File: config.mk
export PLATFORM = sky130hd
export DESIGN_NAME = pic_rw_control
export DESIGN_NICKNAME = d
export VERILOG_FILES = /design/src/rtl/pic_pkg.sv /design/src/rtl/pic_wr_strobe.sv /design/src/rtl/pic_rw_control.sv
export SDC_FILE = /design/constraint.sdc
export NUM_CORES = 1
export LEC_CHECK = 0
export BUFFER_PORTS_ARGS = -buffer_cell sky130_fd_sc_hd__buf_2
export CAP_MARGIN = 20
export CORE_MARGIN = 1
export CORE_UTILIZATION = 30
export CTS_CLUSTER_SIZE = 20
export DETAILED_ROUTE_END_ITERATION = 6
export GPL_ROUTABILITY_DRIVEN = 0
export HOLD_SLACK_MARGIN = 0.06
export PLACE_DENSITY_LB_ADDON = 0.3
export SETUP_SLACK_MARGIN = 0.5
export SYNTH_ARGS = -nofsm -noshare
export SYNTH_HDL_FRONTEND = slang
export SYNTH_SLANG_ARGS = --single-unit
File: constraint.sdc
create_clock -name clk -period 2.2 [get_ports clk]
set_input_delay 0.11 -clock clk [delete_from_list [all_inputs] [get_ports clk]]
set_output_delay 0.11 -clock clk [all_outputs]
set_load 0.01 [all_outputs]
File: src/rtl/pic_pkg.sv
// Shared types and bit positions for the 8259-compatible PIC bus-side control.
// ICW/OCW field positions follow the 8259 command word layouts.
package pic_pkg;

    typedef enum logic [2:0] {
        WAIT_ICW1,
        WAIT_ICW2,
        WAIT_ICW3,
        WAIT_ICW4,
        READY
    } pic_init_state_t;

    localparam logic RD_IRR = 1'b0;
    localparam logic RD_ISR = 1'b1;

    localparam logic [7:0] IMR_RESET = 8'h00;

    localparam int ICW1_IC4   = 0;
    localparam int ICW1_SNGL  = 1;
    localparam int ICW1_LTIM  = 3;
    localparam int ICW1_ID    = 4;
    localparam int ICW2_VB_LSB = 3;
    localparam int ICW4_UPM   = 0;
    localparam int ICW4_AEOI  = 1;
    localparam int OCW3_RIS   = 0;
    localparam int OCW3_RR    = 1;
    localparam int OCW_SEL_LSB = 3;
    localparam int OCW_SEL_MSB = 4;

    localparam logic [1:0] OCW_SEL_OCW2 = 2'b00;
    localparam logic [1:0] OCW_SEL_OCW3 = 2'b01;

    typedef struct packed {
        logic       a0;
        logic [7:0] data;
    } pic_wr_t;

    // A0=0 with D4 set restarts initialization regardless of current state.
    function automatic logic is_icw1(input pic_wr_t w);
        return !w.a0 && w.data[ICW1_ID];
    endfunction

endpackage

File: src/rtl/pic_wr_strobe.sv
// Registers wr_n, holds the bus fields from the last low cycle of the strobe,
// and pulses commit on the cycle wr_n has returned high.
module pic_wr_strobe
    import pic_pkg::*;
(
    input  logic       clk,
    input  logic       rst_n,
    input  logic       cs_n,
    input  logic       a0,
    input  logic       wr_n,
    input  logic [7:0] din,
    output logic       commit,
    output pic_wr_t    wr
);

    logic    wr_n_q, wr_n_d;
    logic    cs_n_q, cs_n_d;
    pic_wr_t fld_q,  fld_d;

    // NOTE: every variable assigned here gets a default first, so no latch is inferred.
    always_comb begin
        wr_n_d = wr_n;
        cs_n_d = cs_n_q;
        fld_d  = fld_q;
        if (!wr_n) begin
            cs_n_d = cs_n;
            fld_d  = '{a0: a0, data: din};
        end
    end

    // NOTE: sequential state uses non-blocking assignments only.
    always_ff @(posedge clk or negedge rst_n) begin
        if (!rst_n) begin
            wr_n_q <= 1'b1;
            cs_n_q <= 1'b1;
            fld_q  <= '0;
        end else begin
            wr_n_q <= wr_n_d;
            cs_n_q <= cs_n_d;
            fld_q  <= fld_d;
        end
    end

    assign commit = wr_n && !wr_n_q && !cs_n_q;
    assign wr     = fld_q;

endmodule

File: src/rtl/pic_rw_control.sv
// 8259 bus-side read/write control: ICW1-ICW4 initialization sequencing,
// OCW1-OCW3 decode, and registered IRR/ISR/IMR read-back to the data buffer.
module pic_rw_control
    import pic_pkg::*;
(
    input  logic       clk,
    input  logic       rst_n,
    input  logic       cs_n,
    input  logic       a0,
    input  logic       rd_n,
    input  logic       wr_n,
    input  logic [7:0] din,
    input  logic [7:0] irr,
    input  logic [7:0] isr,
    output logic [7:0] dout,
    output logic       dout_en,
    output logic [7:0] imr,
    output logic       ltim,
    output logic       sngl,
    output logic       ic4,
    output logic [4:0] vector_base,
    output logic [7:0] cascade,
    output logic       aeoi,
    output logic       upm,
    output logic       init_done,
    output logic       ocw2_valid,
    output logic [7:0] ocw2
);

    logic    commit;
    pic_wr_t wr;

    pic_wr_strobe u_wr_strobe (
        .clk    (clk),
        .rst_n  (rst_n),
        .cs_n   (cs_n),
        .a0     (a0),
        .wr_n   (wr_n),
        .din    (din),
        .commit (commit),
        .wr     (wr)
    );

    pic_init_state_t state_q, state_d;

    logic [7:0] imr_q, imr_d;
    logic       ltim_q, ltim_d;
    logic       sngl_q, sngl_d;
    logic       ic4_q, ic4_d;
    logic [4:0] vector_base_q, vector_base_d;
    logic [7:0] cascade_q, cascade_d;
    logic       aeoi_q, aeoi_d;
    logic       upm_q, upm_d;
    logic [7:0] ocw2_q, ocw2_d;
    logic       ocw2_valid_q, ocw2_valid_d;
    logic       read_sel_q, read_sel_d;
    logic [7:0] dout_q, dout_d;
    logic       dout_en_q, dout_en_d;
    logic       rd_active;

    // State register
    always_ff @(posedge clk or negedge rst_n) begin
        if (!rst_n) state_q <= WAIT_ICW1;
        else        state_q <= state_d;
    end

    // Next-state logic; the ICW2/ICW3 exits use the ICW1 bits latched earlier.
    always_comb begin
        state_d = state_q;
        if (commit) begin
            if (is_icw1(wr)) begin
                state_d = WAIT_ICW2;
            end else if (wr.a0) begin
                case (state_q)
                    WAIT_ICW2: state_d = !sngl_q ? WAIT_ICW3 : (ic4_q ? WAIT_ICW4 : READY);
                    WAIT_ICW3: state_d = ic4_q ? WAIT_ICW4 : READY;
                    WAIT_ICW4: state_d = READY;
                    default:   state_d = state_q;
                endcase
            end
        end
    end

    // Output logic
    always_comb begin
        init_done = (state_q == READY);
    end

    // A simultaneous write strobe suppresses the read path entirely.
    assign rd_active = !cs_n && !rd_n && wr_n;

    always_comb begin
        imr_d         = imr_q;
        ltim_d        = ltim_q;
        sngl_d        = sngl_q;
        ic4_d         = ic4_q;
        vector_base_d = vector_base_q;
        cascade_d     = cascade_q;
        aeoi_d        = aeoi_q;
        upm_d         = upm_q;
        ocw2_d        = ocw2_q;
        ocw2_valid_d  = 1'b0;
        read_sel_d    = read_sel_q;

        if (commit) begin
            if (is_icw1(wr)) begin
                ltim_d     = wr.data[ICW1_LTIM];
                sngl_d     = wr.data[ICW1_SNGL];
                ic4_d      = wr.data[ICW1_IC4];
                imr_d      = IMR_RESET;
                read_sel_d = RD_IRR;
                if (!wr.data[ICW1_IC4]) begin
                    aeoi_d = 1'b0;
                    upm_d  = 1'b0;
                end
            end else if (wr.a0) begin
                case (state_q)
                    WAIT_ICW2: vector_base_d = wr.data[7:ICW2_VB_LSB];
                    WAIT_ICW3: cascade_d     = wr.data;
                    WAIT_ICW4: begin
                        aeoi_d = wr.data[ICW4_AEOI];
                        upm_d  = wr.data[ICW4_UPM];
                    end
                    READY:     imr_d = wr.data;
                    default:   ;
                endcase
            end else if (state_q == READY) begin
                case (wr.data[OCW_SEL_MSB:OCW_SEL_LSB])
                    OCW_SEL_OCW2: begin
                        ocw2_d       = wr.data;
                        ocw2_valid_d = 1'b1;
                    end
                    OCW_SEL_OCW3: begin
                        if (wr.data[OCW3_RR]) read_sel_d = wr.data[OCW3_RIS];
                    end
                    default: ;
                endcase
            end
        end

        dout_en_d = rd_active;
        dout_d    = 8'h00;
        if (rd_active) begin
            if (a0)                       dout_d = imr_q;
            else if (read_sel_q == RD_ISR) dout_d = isr;
            else                          dout_d = irr;
        end
    end

    always_ff @(posedge clk or negedge rst_n) begin
        if (!rst_n) begin
            imr_q         <= IMR_RESET;
            ltim_q        <= 1'b0;
            sngl_q        <= 1'b0;
            ic4_q         <= 1'b0;
            vector_base_q <= '0;
            cascade_q     <= '0;
            aeoi_q        <= 1'b0;
            upm_q         <= 1'b0;
            ocw2_q        <= '0;
            ocw2_valid_q  <= 1'b0;
            read_sel_q    <= RD_IRR;
            dout_q        <= '0;
            dout_en_q     <= 1'b0;
        end else begin
            imr_q         <= imr_d;
            ltim_q        <= ltim_d;
            sngl_q        <= sngl_d;
            ic4_q         <= ic4_d;
            vector_base_q <= vector_base_d;
            cascade_q     <= cascade_d;
            aeoi_q        <= aeoi_d;
            upm_q         <= upm_d;
            ocw2_q        <= ocw2_d;
            ocw2_valid_q  <= ocw2_valid_d;
            read_sel_q    <= read_sel_d;
            dout_q        <= dout_d;
            dout_en_q     <= dout_en_d;
        end
    end

    assign dout        = dout_q;
    assign dout_en     = dout_en_q;
    assign imr         = imr_q;
    assign ltim        = ltim_q;
    assign sngl        = sngl_q;
    assign ic4         = ic4_q;
    assign vector_base = vector_base_q;
    assign cascade     = cascade_q;
    assign aeoi        = aeoi_q;
    assign upm         = upm_q;
    assign ocw2        = ocw2_q;
    assign ocw2_valid  = ocw2_valid_q;

endmodule
# Word level (Yosys, flattened, before mapping)
# Cells that the tools add are included.
classes:
  eq_ne: 7
  mux: 28
  bitwise: 2
  n_reduce_logical: 25
op_table:
  columns: ["operator", "count"]
  rows:
  - ["$mux 8", 6]
  - ["$mux 1", 17]
  - ["$mux 3", 4]
  - ["$reduce_and 4->1", 3]
  - ["$reduce_and 5->1", 2]
  - ["$reduce_bool 2->1", 5]
  - ["$pmux 3 s3", 1]
  - ["$eq 3x2->1 const B", 2]
  - ["$reduce_and 3->1", 2]
  - ["$logic_and 1x1->1", 5]
  - ["$logic_not 1->1", 5]
  - ["$ne 2x2->1 const B", 2]
  - ["$reduce_bool 4->1", 1]
  - ["$eq 3x1->1 const B", 1]
  - ["$eq 3x3->1 const B", 1]
  - ["$eq 2x1->1 const B", 1]
  - ["$logic_not 2->1", 1]
  - ["$not 1->1", 2]
  - ["$reduce_and 2->1", 1]
totals:
  regBits: 59
  input_bits: 30
  output_inout_bits: 45
  word_cells: 80

# Longest topological paths before layout
# Gate-level depths: netlist (run 1).
logic_depth:
  ltp_word: 6
  mapped_depth: 7
  mapped_depth_nobuf: 5

# Hierarchy
# A second synthesis (run 1) with hierarchy kept.
unflattened:
  hier_cells: 185
  hier_area_um2: 2572.5
by_module_without_submodules:
  columns: ["module", "n_inst", "cells_each", "area_per_inst_um2", "seq_area_each_um2"]
  rows:
  - ["pic_rw_control", 1, 162, 2129.5, 1201.2]
  - ["pic_wr_strobe", 1, 23, 442.9, 277.8]

# Worst setup path before layout (run 1)
# OpenSTA, ideal clock, no wires.
synth_path:
  path_type: "register to register"
  from: "register u_wr_strobe.wr_n_q"
  to: "register ocw2_q[0], in the netlist ocw2[0]"
  setup_time_ns: 0.125
  t_arrival_ns: 1.711
  required_time_ns: 2.075
  slack_ns: 0.364
  path_stages_with_launch: 6
  path_buffers: 1
  synth_period_minus_slack_ns: 1.836
  cell_sequence: "dfstp_2 or3b_1 buf_2 nor3_2 nor3b_4 mux2_2"
synth_via:
  elab_chain_len: 4
synth_lines:
  columns: ["item", "line", "rtl"]
  rows:
  - ["start, declared", "pic_wr_strobe.sv:16", "logic wr_n_q, wr_n_d;"]
  - ["start signal, assigned", "pic_wr_strobe.sv:38", "wr_n_q <= wr_n_d;"]
  - ["$logic_not 1->1", "pic_wr_strobe.sv:44", "assign commit = wr_n && !wr_n_q && !cs_n_q;"]
  - ["$logic_and 1x1->1 (2 in a row)", "pic_wr_strobe.sv:44", null]
  - ["$reduce_and 5->1 (no source line)", null, null]
  - ["end signal, assigned", "pic_rw_control.sv:174", "ocw2_q <= ocw2_d;"]
  - ["end, declared", "pic_rw_control.sv:54", "logic [7:0] ocw2_q, ocw2_d;"]
# Every way passes these cells.
# A chain may end at the register's enable or synchronous reset.

# Worst setup path in the final report (run 1)
layout_path:
  from: "register u_wr_strobe.cs_n_q"
  to: "register ocw2_q[1], in the netlist ocw2[1]"
layout_via:
  elab_chain_len: 3
layout_lines:
  columns: ["item", "line", "rtl"]
  rows:
  - ["start, declared", "pic_wr_strobe.sv:17", "logic cs_n_q, cs_n_d;"]
  - ["start signal, assigned", "pic_wr_strobe.sv:39", "cs_n_q <= cs_n_d;"]
  - ["$logic_not 1->1", "pic_wr_strobe.sv:44", null]
  - ["$logic_and 1x1->1", "pic_wr_strobe.sv:44", null]
  - ["$reduce_and 5->1 (no source line)", null, null]
# Every way passes these cells.

==> impl_metrics.csv, run 1 <==
group,metric,value,unit
route,dr.pass1.iters,5,
floorplanning,initial_core_util,0.308,
timing,setup_viol_count_final,0,
final_layout,final_core_util,0.427,
power_and_ir_drop,p_per_area,956,nW/um^2
synthesis,ys_warn_count,0,
final_layout,layout_commonest_cell,"buf_2",
global_routing,grt_pass1_wl,10.2,mm
synthesis,synth_top_area_frac,0.567,
power_and_ir_drop,vdd_drop_max,590,uV
floorplanning,die_h,93.6,um
final_layout,final_cell_mix,"buf_2 (74), dfrtp_1 (53), mux2_2 (27), nor2_1 (22), buf_4 (16)",
timing,period_needed,1.78,ns
synthesis,syn_inst,208,
synthesis,synth_cell_types,30,
cts,cts_tree,"built",
global_routing,grt_max_degree,51,
timing,fin_tns_setup,0,ns
global_routing,grt_pass1_vias,2004,
global_routing,grt_antenna_before_repair,0,
synthesis,synth_largest_area_cell,"dfrtp_1",
cts,htree_levels,3,
setup_path,reg2reg_depth,5,
cts,numCtsBuffers,9,
route,vias,1994,
timing,slew_violations,0,
final_layout,post_route_cells_drive_above_1_share,0.483,
place,placement.io_buffers,74,
route,wire_per_inst,14.9,um
run,maxCapViolations,0,
floorplanning,ios,75,
cts,cts.clk_slew.worst_paths,0.06,ns
setup_path,crit_start,"u_wr_strobe.cs_n_q",
setup_path,crit_path_start_kind,"flip-flop",
global_routing,overflow,0,
floorplanning,design.core.area,8180,sq um
cts,clkLatencyLatePin,0.33,ns
setup_path,critical_path_class,"flip-flop to flip-flop",
timing,grt_setup_unrepaired,"true",
timing,fmax,0.563,GHz
synthesis,synth_area,2510,sq um
synthesis,synth_area_per_cell,12.1,sq um
floorplanning,die_area,8750,sq um
route,ant_nets,0,
final_layout,syn2layout_area_growth,38.9,%
setup_path,cp_data_arrival_time,1.99,ns
cts,clockRootBuffer,"clkbuf_8",
timing,finalCritPeriodShare,0.807,
route,drt_wl_total,6.29,mm
synthesis,syn_nets,238,
cts,clockBufferDepth,2,
cts,clkSinkCount,59,
synthesis,yosys_register_bits,59,
timing,relSlewSlack,0.652,
final_layout,fin_cells,422,
synthesis,synth-async-reset-ratio,1.00,
timing,hold_ws,0.107,ns
run_status,outcome,"finished, final reports clean",
route,drc,0,
setup_path,endpoint,"ocw2[1]",
setup_path,r2r-end,"ocw2[1]",
synthesis,yosysSeqAreaShare,0.588,
global_routing,grt_usage,0.159,
floorplanning,row_count,33,
timing,hold_viol_final,0,
route,drtIter0Drc,83,
timing,worstMarginPinSlew,0.522,ns
final_layout,n_fill_cell,825,
final_layout,nets,343,
place,hpwl,4.06,mm
synthesis,ys.flop_type,"dfrtp_1",
floorplanning,die_width,93.6,um
setup_path,critPathRequiredTime,2.42,ns
timing,finalClockSkew,0.00612,ns
power_and_ir_drop,p_leak,0.00172,uW
route,vias_per_cell,4.73,
synthesis,synth-edff-count,0,
place,dp_cells,384,
final_layout,insertedDiodeCount,0,
setup_path,rrSetupSlack,0.42,ns
worst_hold_path,hold_path_class,"input pin to flip-flop",
worst_hold_path,whs_path_depth,2,
setup_path,end_kind,"flip-flop",
setup_path,critPathMaxFanout,7,
synthesis,synthTopCellsByArea,"dfrtp_1 (57%), mux2_2 (14%), nor2_1 (3.3%), mux2i_1 (3.2%), a32oi_1 (2.8%)",
setup_path,r2r-start,"u_wr_strobe.cs_n_q",
[worst min-delay path by stage]
| stage | slack [ns] | end | from |
|---|---|---|---|
| final | 0.11 | u_wr_strobe.wr_n_q | wr_n |
| after floorplan | -0.19 | aeoi | rst_n |
| after detailed placement | -0.004 | dout[5] | rst_n |
| after CTS | 0.09 | u_wr_strobe.wr_n_q | wr_n |
| after global routing | 0.10 | u_wr_strobe.wr_n_q | wr_n |
| after global placement | -0.0001 | dout[5] | rst_n |
[area by class of cell]
| cell class | count | area (sq um) | share of cell area |
|---|---|---|---|
| clock inverter | 3 | 40.0 | 0.0115 |
| inverter | 4 | 15.0 | 0.00430 |
| multi-input combinational | 134 | 1020 | 0.293 |
| timing repair buffer | 105 | 664 | 0.190 |
| sequential | 59 | 1480 | 0.425 |
| clock buffer | 12 | 135 | 0.0387 |
| tap | 105 | 131 | 0.0376 |
[worst max-delay path, stage by stage, from the launching register on]
cell and delay, ns:
dfstp_2 0.38, or3b_4 0.44, nor3_4 0.14, nor3b_4 0.24
buf_12 0.15, mux2_2 0.33
[cell usage after synthesis (all sizes together) (2+ instances only)]
cell type	instances
nor2b	3
buf	4
a32oi	8
a32o	2
nor3b	3
o21ai	7
nand3b	3
a21oi	11
nand2	12
dfstp	2
dfrtp	57
nor2	22
or3b	2
clkbuf	7
nand3	14
mux2	32
inv	4
mux2i	8
[logic make-up (layout without fill, tap and decap cells)]
kind of cell	Yosys count	count (layout)	share of synthesized area
simple gates	63	63	0.134
flops	59	59	0.588
mux	40	40	0.175
compound gates	31	31	0.0796
buf+inv	15	124	0.0234
[state kept, by name (all words and copies together) (netlist names)]
name                cells
u_wr_strobe.cs_n_q      1
upm                     1
dout_en                 1
read_sel_q              1
vector_base             5
ic4                     1
state_q                 3
dout                    8
aeoi                    1
imr                     8
sngl                    1
cascade                 8
u_wr_strobe.wr_n_q      1
u_wr_strobe.wr          9
ltim                    1
ocw2                    8
ocw2_valid              1
[metrics by stage]
stage	area (sq um)	worst slack [ns]	power, uW
6_report	3490	0.424	3340
5_1_grt	3490	0.366	3550
4_1_cts	3470	0.426	3380
3_5_place_dp	3060	0.175	2350
3_3_place_gp	3060	0.214	2330
2_1_floorplan	2540	0.365	2000
[per-layer routing]
| layer | part of all wire | GRT usage | vias up |
|---|---|---|---|
| met5 | 0 | 0 | - |
| met4 | 0.0060 | 0.0538 | 0 |
| met3 | 0.073 | 0.0585 | 2 |
| met2 | 0.48 | 0.257 | 78 |
| met1 | 0.44 | 0.194 | 963 |
| li1 | - | - | 951 |
[power by group]
group	switching (uW)	internal, uW	total [uW]
clock	399	514	913
combinational	447	483	930
sequential	176	1320	1490
[repair_timing]
item / CTS / global route
hold buffers: 10 / 0
gates resized for setup: 12 / 3
buffers inserted: 11 / 2
hold endpoints to repair: 66 / 0
setup endpoints to repair: 31 / 24
pin swaps: 2 / 1
Note: power is estimated with default switching activity, not from simulation.
==> run 2: changes to the inputs <==
clock period = 1.7 ns   (was 2.2 ns; I/O delays follow)
==> run 2 against run 1 <==
Against the previous run:
- the run now ends with setup timing left
- die area is the same
- power increased by 37%
- non-clock buffer count grew 11
- critical path depth is the same
- flip-flop and latch count unchanged
- worst setup slack worse by 0.46 ns
- combinational power is 45% higher
- sequential power rose by 30%
- sequential share of layout area fell by 2.4 points
- critical path type unchanged
- largest cell class unchanged
- highest routed layer unchanged
==> impl_metrics.csv, run 2 (synthesized netlist as in run 1, its figures left out) <==
group,metric,value,unit
final_layout,n_fill_cell,766,
setup_path,cp_slowest_cell,"or3b_4",
route,vias_per_cell,4.79,
global_routing,grt_max_degree,33,
place,hpwl,4.27,mm
floorplanning,row_count,33,
power_and_ir_drop,p_leak,0.00181,uW
timing,hold_viol_final,0,
floorplanning,initial_core_util,0.308,
final_layout,final_cell_mix,"buf_2 (73), dfrtp_1 (55), mux2_2 (24), nor2_1 (19), buf_4 (19)",
run_status,violations,"setup timing",
power_and_ir_drop,p_per_area,1240,nW/um^2
final_layout,layout_commonest_cell,"buf_2",
route,drc,0,
final_layout,multi_input_area,1090,sq um
timing,grt_setup_unrepaired,"true",
final_layout,post_route_cells_drive_above_1_share,0.538,
cts,cts_tree,"built",
route,wire_per_inst,14.7,um
timing,finalClockSkew,0.00541,ns
place,placement.io_buffers,74,
timing,fin_tns_setup,-0.520,ns
setup_path,path_delay_family,"simple AND/OR/NAND/NOR gates",
timing,period_needed,1.74,ns
timing,layout_setup_ws,-0.0384,ns
power_and_ir_drop,vdd_drop_max,605,uV
setup_path,critical_path_class,"flip-flop to flip-flop",
floorplanning,die_area,8750,sq um
route,drtIter0Drc,66,
setup_path,end_kind,"flip-flop",
setup_path,critPathMaxFanout,8,
setup_path,cp_cell_sequence,"or3b_4, nor3b_4, buf_6, nand3b_4, mux2_2",
timing,setup_viol_count_final,19,
final_layout,insertedDiodeCount,0,
global_routing,grt_pass1_wl,9.80,mm
route,vias,2080,
timing,hold_ws,0.103,ns
cts,clockRootBuffer,"clkbuf_8",
floorplanning,die_width,93.6,um
place,placed_cell_area,3170,sq um
setup_path,crit_path_start_kind,"flip-flop",
timing,worstMarginPinSlew,0.405,ns
setup_path,cp_data_arrival_time,1.97,ns
route,dr.pass1.iters,4,
floorplanning,design.core.area,8180,sq um
cts,htree_levels,3,
timing,slew_violations,0,
run_status,outcome,"complete, but fails checks",
final_layout,fin_area,3700,sq um
floorplanning,die_h,93.6,um
global_routing,overflow,0,
setup_path,crit_buf_inv,1,
route,ant_nets,0,
global_routing,grt_usage,0.151,
final_layout,nets,354,
global_routing,grt_pass1_vias,1966,
cts,numCtsBuffers,9,
cts,clkLatencyLatePin,0.35,ns
setup_path,critPathRequiredTime,1.93,ns
timing,finalCritPeriodShare,1.02,
global_routing,grt_antenna_before_repair,0,
final_layout,largest_register_ffs,9,
final_layout,syn2layout_area_growth,47.0,%
cts,clockBufferDepth,2,
setup_path,cpPeakStageDelay,0.43,ns
cts,clkSinkCount,59,
run,maxCapViolations,0,
worst_hold_path,hold_path_class,"input pin to flip-flop",
timing,relSlewSlack,0.730,
timing,fmax,0.575,GHz
final_layout,area.sequential,1480,sq um
route,drt_wl_total,6.39,mm
floorplanning,ios,75,
cts,cts.clk_slew.worst_paths,0.07,ns
run 2: changes by cell type in the layout (fill, tap and decap cells not counted), moves of 3 or more:
cell	before	now
buf_4	16	19
buf_6	3	12
clkbuf_1	3	0
mux2_2	27	24
mux2_4	5	8
nor2_1	22	19
run 2: per-stage QoR:
stage | total power [uW] | std cells | util | setup slack (ns)
6_report | 4580 | 434 | 0.452 | -0.0384
2_1_floorplan | 2600 | 208 | - | -0.130
4_1_cts | 4580 | 431 | 0.443 | -0.0637
3_5_place_dp | 3160 | 397 | 0.388 | -0.235
3_3_place_gp | 3130 | 397 | 0.388 | -0.220
5_1_grt | 4830 | 434 | 0.452 | -0.102
run 2: path summary, 6_finish.rpt:
kind | start | endpoint | slack, ns | depth (start not counted)
setup / recovery | u_wr_strobe.cs_n_q | cascade[7] | -0.04 | 5
hold / removal | irr[3] | dout[3] | 0.10 | 5
setup reg to reg | u_wr_strobe.cs_n_q | cascade[7] | -0.04 | 5
hold reg to reg | ocw2[3] | ocw2[3] | 0.51 | 1
max in group asynchronous | rst_n | u_wr_strobe.cs_n_q | 0.97 | 3
min in group asynchronous | rst_n | dout[4] | 0.18 | 2
run 2: cell type report:
type,instances,share of cell area
Multi-Input combinational cell,134,0.295
Clock buffer,10,0.0372
Tap cell,105,0.0355
Inverter,4,0.00474
Timing Repair Buffer,116,0.209
Sequential cell,59,0.401
Clock inverter,6,0.0173
run 2: per-layer routing:
metal / track usage / routed length, um / vias to the layer above
met5: 0 / 0 / -
met3: 0.0593 / 436 / 9
met1: 0.196 / 2890 / 1021
met4: 0.0462 / 80 / 0
met2: 0.231 / 2990 / 76
li1: - / - / 974
run 2: power by group:
part	internal (uW)	switching (uW)
clock network	715	583
registers	1700	234
logic	711	641
total	3130	1460
run 2: worst register-to-register path: stages, from the launching register on:
cell      delay [ns]
dfstp_2         0.37
or3b_4          0.43
nor3b_4         0.22
buf_6           0.14
nand3b_4        0.15
mux2_2          0.31
run 2: what timing repair did:
action / CTS / global route
hold endpoints to repair: 67 / 0
pin swaps: 22 / 18
hold buffers: 11 / 0
setup buffers: 7 / 3
endpoints found under the setup margin: 48 / 43
gates resized for setup: 27 / 15
